$ cat src/rtl/lo_psync_sched.sv
`default_nettype none
// ============================================================================
// Module   : lo_psync_sched
// Purpose  : Sequencer for the per-channel LO divider phase-sync controllers.
//            Walks the enabled channels one at a time. For each channel it
//            pulses the channel's local reset, routes the shared LO I/Q
//            sampler to it, enables it and waits for DONE or a timeout.
//            Failed attempts are retried up to MAX_RETRY extra times.
//            Per-channel pass/fail and an overall done flag are reported as
//            sticky status bits.
// Revision : 1.0 - initial release
// ----------------------------------------------------------------------------
// Ports
//   CLK       in   1      block clock, rising edge
//   ARST      in   1      asynchronous reset, active high
//   START     in   1      level, sampled in IDLE, begins a sequence
//   ABORT     in   1      level, cancels a sequence in progress
//   CH_MASK   in   NCH    1 = channel takes part in the sequence
//   CH_DONE   in   2*NCH  channel k DONE[1:0] on bits [2k+1:2k]
//                         (bit1 finished, bit0 success)
//   CH_EN     out  NCH    one-hot or zero enable to the channel controllers
//   CH_NRST   out  NCH    active-low local reset to the channel controllers
//   SAMP_SEL  out  3      index of the channel that owns the LO sampler
//   BUSY      out  1      sequence in progress
//   SEQ_DONE  out  1      sticky, sequence completed
//   CH_OK     out  NCH    sticky per-channel success
//   CH_FAIL   out  NCH    sticky per-channel final failure
//   ABORTED   out  1      sticky, last sequence was aborted
// ============================================================================
module lo_psync_sched #(
    parameter int NCH       = 4,
    parameter int MAX_RETRY = 2,
    parameter int RST_CYC   = 4,
    parameter int TO_CYC    = 8192
) (
    input  logic             CLK,
    input  logic             ARST,
    input  logic             START,
    input  logic             ABORT,
    input  logic [NCH-1:0]   CH_MASK,
    input  logic [2*NCH-1:0] CH_DONE,
    output logic [NCH-1:0]   CH_EN,
    output logic [NCH-1:0]   CH_NRST,
    output logic [2:0]       SAMP_SEL,
    output logic             BUSY,
    output logic             SEQ_DONE,
    output logic [NCH-1:0]   CH_OK,
    output logic [NCH-1:0]   CH_FAIL,
    output logic             ABORTED
);

    // One extra bit on the channel counter so it can hold NCH (end of walk).
    localparam int                c_ch_w      = $clog2(NCH) + 1;
    localparam logic [c_ch_w-1:0] c_ch_inc    = c_ch_w'(1);
    localparam logic [3:0]        c_rst_load  = 4'(RST_CYC - 1);
    localparam logic [15:0]       c_to_last   = 16'(TO_CYC - 1);
    localparam logic [2:0]        c_max_retry = 3'(MAX_RETRY);

    typedef enum logic [2:0] {
        S_IDLE   = 3'd0,
        S_SCAN   = 3'd1,
        S_RESET  = 3'd2,
        S_ARM    = 3'd3,
        S_WAIT   = 3'd4,
        S_RETRY  = 3'd5,
        S_NEXT   = 3'd6,
        S_FINISH = 3'd7
    } state_t;

    state_t              r_state;
    logic [NCH-1:0]      r_mask;
    logic [c_ch_w-1:0]   r_ch;
    logic [2:0]          r_retry;
    logic [3:0]          r_rst_cnt;
    logic [15:0]         r_to_cnt;

    logic [NCH-1:0]      w_ch_oh;     // one-hot of the current channel
    logic [1:0]          w_done;      // DONE of the current channel only
    logic                w_mask_bit;  // current channel is enabled
    logic                w_ch_end;    // walked past the last channel

    // Decode the current channel; DONE from every other channel is dropped
    // here so stray completions elsewhere can never steer the FSM.
    always_comb begin
        w_ch_oh = '0;
        w_done  = 2'b00;
        for (int k = 0; k < NCH; k++) begin
            if (int'(r_ch) == k) begin
                w_ch_oh[k] = 1'b1;
                w_done     = CH_DONE[2*k +: 2];
            end
        end
        w_mask_bit = |(r_mask & w_ch_oh);
        w_ch_end   = (int'(r_ch) >= NCH);
    end

    always_ff @(posedge CLK or posedge ARST) begin
        if (ARST) begin
            r_state   <= S_IDLE;
            r_mask    <= '0;
            r_ch      <= '0;
            r_retry   <= '0;
            r_rst_cnt <= '0;
            r_to_cnt  <= '0;
            CH_EN     <= '0;
            CH_NRST   <= '1;
            SAMP_SEL  <= '0;
            BUSY      <= 1'b0;
            SEQ_DONE  <= 1'b0;
            CH_OK     <= '0;
            CH_FAIL   <= '0;
            ABORTED   <= 1'b0;
        end else if (ABORT && (r_state != S_IDLE)) begin
            // Abort overrides every transition; partial results are kept.
            r_state <= S_IDLE;
            CH_EN   <= '0;
            CH_NRST <= '1;
            BUSY    <= 1'b0;
            ABORTED <= 1'b1;
        end else begin
            case (r_state)
                S_IDLE: begin
                    if (START && !ABORT) begin
                        SEQ_DONE <= 1'b0;
                        CH_OK    <= '0;
                        CH_FAIL  <= '0;
                        ABORTED  <= 1'b0;
                        r_mask   <= CH_MASK;
                        r_ch     <= '0;
                        r_retry  <= '0;
                        BUSY     <= 1'b1;
                        r_state  <= S_SCAN;
                    end
                end
                S_SCAN: begin
                    if (w_ch_end) begin
                        r_state <= S_FINISH;
                    end else if (!w_mask_bit) begin
                        r_ch <= r_ch + c_ch_inc;
                    end else begin
                        SAMP_SEL  <= 3'(r_ch);
                        CH_NRST   <= ~w_ch_oh;
                        r_rst_cnt <= c_rst_load;
                        r_state   <= S_RESET;
                    end
                end
                S_RESET: begin
                    // Local reset went low on entry; hold it for RST_CYC cycles.
                    if (r_rst_cnt == 4'd0) begin
                        CH_NRST <= '1;
                        r_state <= S_ARM;
                    end else begin
                        r_rst_cnt <= r_rst_cnt - 4'd1;
                    end
                end
                S_ARM: begin
                    // Reset released one cycle ago with EN low: lets the
                    // sampler mux settle before the controller starts.
                    CH_EN    <= w_ch_oh;
                    r_to_cnt <= '0;
                    r_state  <= S_WAIT;
                end
                S_WAIT: begin
                    // DONE is tested before the timeout so it wins a tie.
                    if (w_done[1]) begin
                        CH_EN <= '0;
                        if (w_done[0]) begin
                            CH_OK   <= CH_OK | w_ch_oh;
                            r_state <= S_NEXT;
                        end else begin
                            r_state <= S_RETRY;
                        end
                    end else if (r_to_cnt == c_to_last) begin
                        CH_EN   <= '0;
                        r_state <= S_RETRY;
                    end else begin
                        r_to_cnt <= r_to_cnt + 16'd1;
                    end
                end
                S_RETRY: begin
                    CH_EN <= '0;
                    if (r_retry < c_max_retry) begin
                        r_retry   <= r_retry + 3'd1;
                        CH_NRST   <= ~w_ch_oh;
                        r_rst_cnt <= c_rst_load;
                        r_state   <= S_RESET;
                    end else begin
                        CH_FAIL <= CH_FAIL | w_ch_oh;
                        r_state <= S_NEXT;
                    end
                end
                S_NEXT: begin
                    CH_EN   <= '0;
                    r_retry <= '0;
                    r_ch    <= r_ch + c_ch_inc;
                    r_state <= S_SCAN;
                end
                S_FINISH: begin
                    SEQ_DONE <= 1'b1;
                    BUSY     <= 1'b0;
                    r_state  <= S_IDLE;
                end
                default: begin
                    r_state <= S_IDLE;
                end
            endcase
        end
    end

endmodule
`default_nettype wire

$ cat config.mk
export PLATFORM = sky130hd
export DESIGN_NAME = lo_psync_sched
export DESIGN_NICKNAME = d
export VERILOG_FILES = /design/src/rtl/lo_psync_sched.sv
export SDC_FILE = /design/constraint.sdc
export NUM_CORES = 1
export LEC_CHECK = 0
export CAP_MARGIN = 20
export CORE_MARGIN = 1
export CORE_UTILIZATION = 45
export CTS_CLUSTER_SIZE = 28
export DETAILED_ROUTE_END_ITERATION = 7
export HOLD_SLACK_MARGIN = 0.12
export PLACE_DENSITY = 0.79
export SLEW_MARGIN = 25
export SYNTH_ARGS = -nofsm -noshare
export SYNTH_HDL_FRONTEND = slang
export SYNTH_SLANG_ARGS = --single-unit
$ cat constraint.sdc
create_clock -name CLK -period 3 [get_ports CLK]
set_input_delay 0.3 -clock CLK [delete_from_list [all_inputs] [get_ports CLK]]
set_output_delay 0.3 -clock CLK [all_outputs]
set_load 0.005 [all_outputs]
==> parameters.txt <==
Parameter                              Value

Route
  Wire per inst    15.3 µm
  Residual DRC count    0
  Overall via count from detail_route    2597
  Routed Antenna Nets    0
  Total Wirelength    6640 µm
  Via-to-Cell Ratio    5.98
  Initial DRT Pass Iterations    6
  DRC marker count from the first detailed-route iteration    192

Timing
  RSZ-0062 raised after global routing    false
  Fin. Hold Viols    0
  Final min period    2.51 ns
  Total setup violations reported at the end of the flow    0
  Part of the cycle the worst path needs    83.8%
  Fmax achieved    0.398 GHz
  Largest clock skew in the final design    0.00776 ns
  Slew of the pin with the lowest slew margin    0.679 ns
  Number of max-slew violations in the final report    0
  Relative max-transition margin    54.7%
  Accumulated negative setup slack    0 ns

GRT
  Antenna violations before repair    0
  Remaining global-route overflow    0
  Global-route usage over all layers    19.7%
  Met1 usage    26.9%
  Wire length of the first global-routing pass    11000 µm
  Met2 usage    32.2%
  Met3 usage in global routing    4.17%
  Pin count of the biggest net entering global routing    35
  Top Usage Layer GRT    met2
  Via count of the first global-routing pass    2297

Logic synthesis
  Sequential element share of the synthesized area    46.6%
  Unique cell type count in the Yosys netlist    54
  Number of flops mapped to enable cells by yosys    0
  Ys flop type    sky130_fd_sc_hd__dfrtp_1
  Number of nets in the synthesized netlist    344
  Cells after Synth    320
  Number of synthesized register bits    55
  Share of flip-flops with an asynchronous set or reset    100%
  Yosys warning count    0
  Area of the mapped netlist    2960 µm²
  Synthesized area divided by synthesized cell count    9.25 µm²

Final layout
  Layout cell share with drive strength beyond 1    9.24%
  Number of antenna diodes    0
  Utilization after layout    55.3%
  Fill cell instance count of the final layout    554
  Layout-stage area growth over the synthesis result    18.5%
  Fin cells    434
  Number of nets in the layout    380

Setup path
  Crit-path max FO    29
  Worst endpoint data arrival time    2.76 ns
  Reg2Reg Capture Point    r_to_cnt[7]
  Depth of the worst register-to-register path    8
  Endpoint kind of the worst setup timing path    flip-flop
  Type of the worst setup path    flip-flop to flip-flop
  Required time reported for the critical path endpoint    3.24 ns
  Flop-to-flop setup slack    0.49 ns
  RR Startpoint    r_ch[2]
  Launch point of the worst path    r_ch[2]
  Worst setup path endpoint    r_to_cnt[7]
  Critical Path Start Type    flip-flop

Power and ir drop
  Ratio of total power to cell area    786 nW/µm²
  Total leakage power    1.47 nW
  Post-layout power    2.76 mW
  Worst-case vdd ir drop    438 µV

CTS
  Clock tree from TritonCTS    done
  Clk slew on worst S/H paths    0.10 ns
  Post_cts resized    0
  Number of sinks handled by clock tree synthesis    55
  Worst-Skew Late Latency    0.32 ns
  Cts-stage hold buffer count    0
  CTS Buf Count    5
  Maximum count of clock buffers along a single path    2
  Number of levels the H-tree was split into    2
  Buffers inserted during post-CTS setup optimization    0
  Clk root buf    sky130_fd_sc_hd__clkbuf_8

Placement
  Total half-perimeter wirelength after legalization and detailed placement    4900 µm
  Placer congestion estimate    0.865
  Cell count after placement    426
  Count of input and output buffers    37

Run status
  Result of the run    finished clean

Floorplan
  Number of top-level pins    38
  Die Y-Extent    83.1 µm
  Initial standard-cell utilization of the core    46.6%
  Die area    6910 µm²
  Row cnt    29
  Chip Width    83.1 µm
  Placeable core area    6350 µm²

Job
  Count of maximum capacitance violations    0

Worst hold path
  Hold Crit Class    primary input to asynchronous set/reset pin
## report_power, final
| group | internal [mW] | switching [mW] |
|---|---|---|
| Clock | 0.172 | 0.260 |
| Combinational | 0.515 | 0.593 |
| Sequential | 0.968 | 0.250 |
## synthesized netlist by cell type, types with 6 or more instances
cell type | number | share of area, %
sky130_fd_sc_hd__o21ai_0 | 19 | 3.2
sky130_fd_sc_hd__nor3_1 | 6 | 1.0
sky130_fd_sc_hd__nor2_1 | 20 | 2.5
sky130_fd_sc_hd__inv_1 | 13 | 1.6
sky130_fd_sc_hd__a21oi_1 | 26 | 4.4
sky130_fd_sc_hd__o31ai_1 | 7 | 1.8
sky130_fd_sc_hd__nand2_1 | 40 | 5.1
sky130_fd_sc_hd__ha_1 | 8 | 3.4
sky130_fd_sc_hd__nand4_1 | 6 | 1.3
sky130_fd_sc_hd__dfrtp_1 | 51 | 43
sky130_fd_sc_hd__or3_1 | 12 | 2.5
sky130_fd_sc_hd__nand3_1 | 11 | 1.9
sky130_fd_sc_hd__a22o_1 | 9 | 2.7
sky130_fd_sc_hd__clkbuf_1 | 7 | 0.89
## worst max-delay path: stages, from the launching register on
cell	delay (ns)
sky130_fd_sc_hd__dfrtp_1	0.50
sky130_fd_sc_hd__inv_1	0.14
sky130_fd_sc_hd__ha_1	0.36
sky130_fd_sc_hd__nor2_1	0.07
sky130_fd_sc_hd__a32oi_1	0.41
sky130_fd_sc_hd__a21oi_2	0.09
sky130_fd_sc_hd__buf_4	0.22
sky130_fd_sc_hd__or4_1	0.49
sky130_fd_sc_hd__a21oi_1	0.16
## layer usage
metal	up-vias	share of wire, %
met2	75	48
met1	1265	45
met3	11	4.6
met5	-	0
li1	1246	-
met4	0	1.7
## through the flow
step                      hold slack [ns]  setup WS, ns  instance area (µm²)
after floorplan                     0.405         0.875                 2960
after global placement              0.466         0.671                 3410
after detailed placement            0.477         0.545                 3410
after CTS                           0.348         0.525                 3510
after global routing                0.379         0.324                 3510
final                               0.324         0.486                 3510
## how the worst min path moves through the flow
stage	from	end	slack (ns)	depth (start not counted)
floorplan	CH_MASK[0]	r_mask[0]	0.41	2
global placement	r_mask[3]	r_mask[3]	0.47	2
detailed placement	r_mask[0]	r_mask[0]	0.48	2
CTS	ARST	r_retry[2]	0.35	2
global route	ARST	SEQ_DONE	0.38	2
finish	ARST	r_to_cnt[4]	0.32	2
## sequential cells by signal, summed over array words and instances, names as in the netlist
register   count
r_to_cnt      16
CH_EN          4
CH_FAIL        4
CH_NRST        4
CH_OK          4
r_mask         4
r_rst_cnt      4
SAMP_SEL       3
r_ch           3
r_retry        3
r_state        3
ABORTED        1
BUSY           1
SEQ_DONE       1
## layout make-up
type,count,area (µm²),area share (%)
tap,77,96.3,2.75
clock buffer,5,68.8,1.96
sequential,55,1380,39.4
clock inverter,3,26.3,0.749
multi-input combinational,239,1470,41.8
inverter,13,48.8,1.39
timing repair buffer,42,420,12.0
## cells by family (layout without fill, tap and decap cells)
group | after synthesis | count (layout) | synth area share [%]
flops | 55 | 55 | 46.6
xor+xnor | 1 | 1 | 0.296
compound gates | 100 | 100 | 22.4
buf+inv | 26 | 63 | 3.80
fa+ha+maj | 8 | 8 | 3.38
mux | 5 | 5 | 1.77
simple gates | 125 | 125 | 21.7
## layout by cell type, fill, tap and decap left out, drive strengths merged, types with 2 or more instances in the layout
cell,instances
o22ai,3
nand2b,5
a22o,9
inv,15
a31oi,4
a2bb2oi,5
clkbuf,5
mux2,2
nor3b,2
buf,5
dfrtp,51
nand2,40
or3,12
a211o,2
or4,5
nor4,3
o31ai,7
o21ai,25
mux2i,3
ha,8
clkdlybuf4s50,37
nor2b,5
and3,2
nand4,6
nor3,8
a21oi,31
nand3b,2
o211ai,3
dfstp,4
nand3,11
nor2,20
Power figures use the tool's default switching activity.
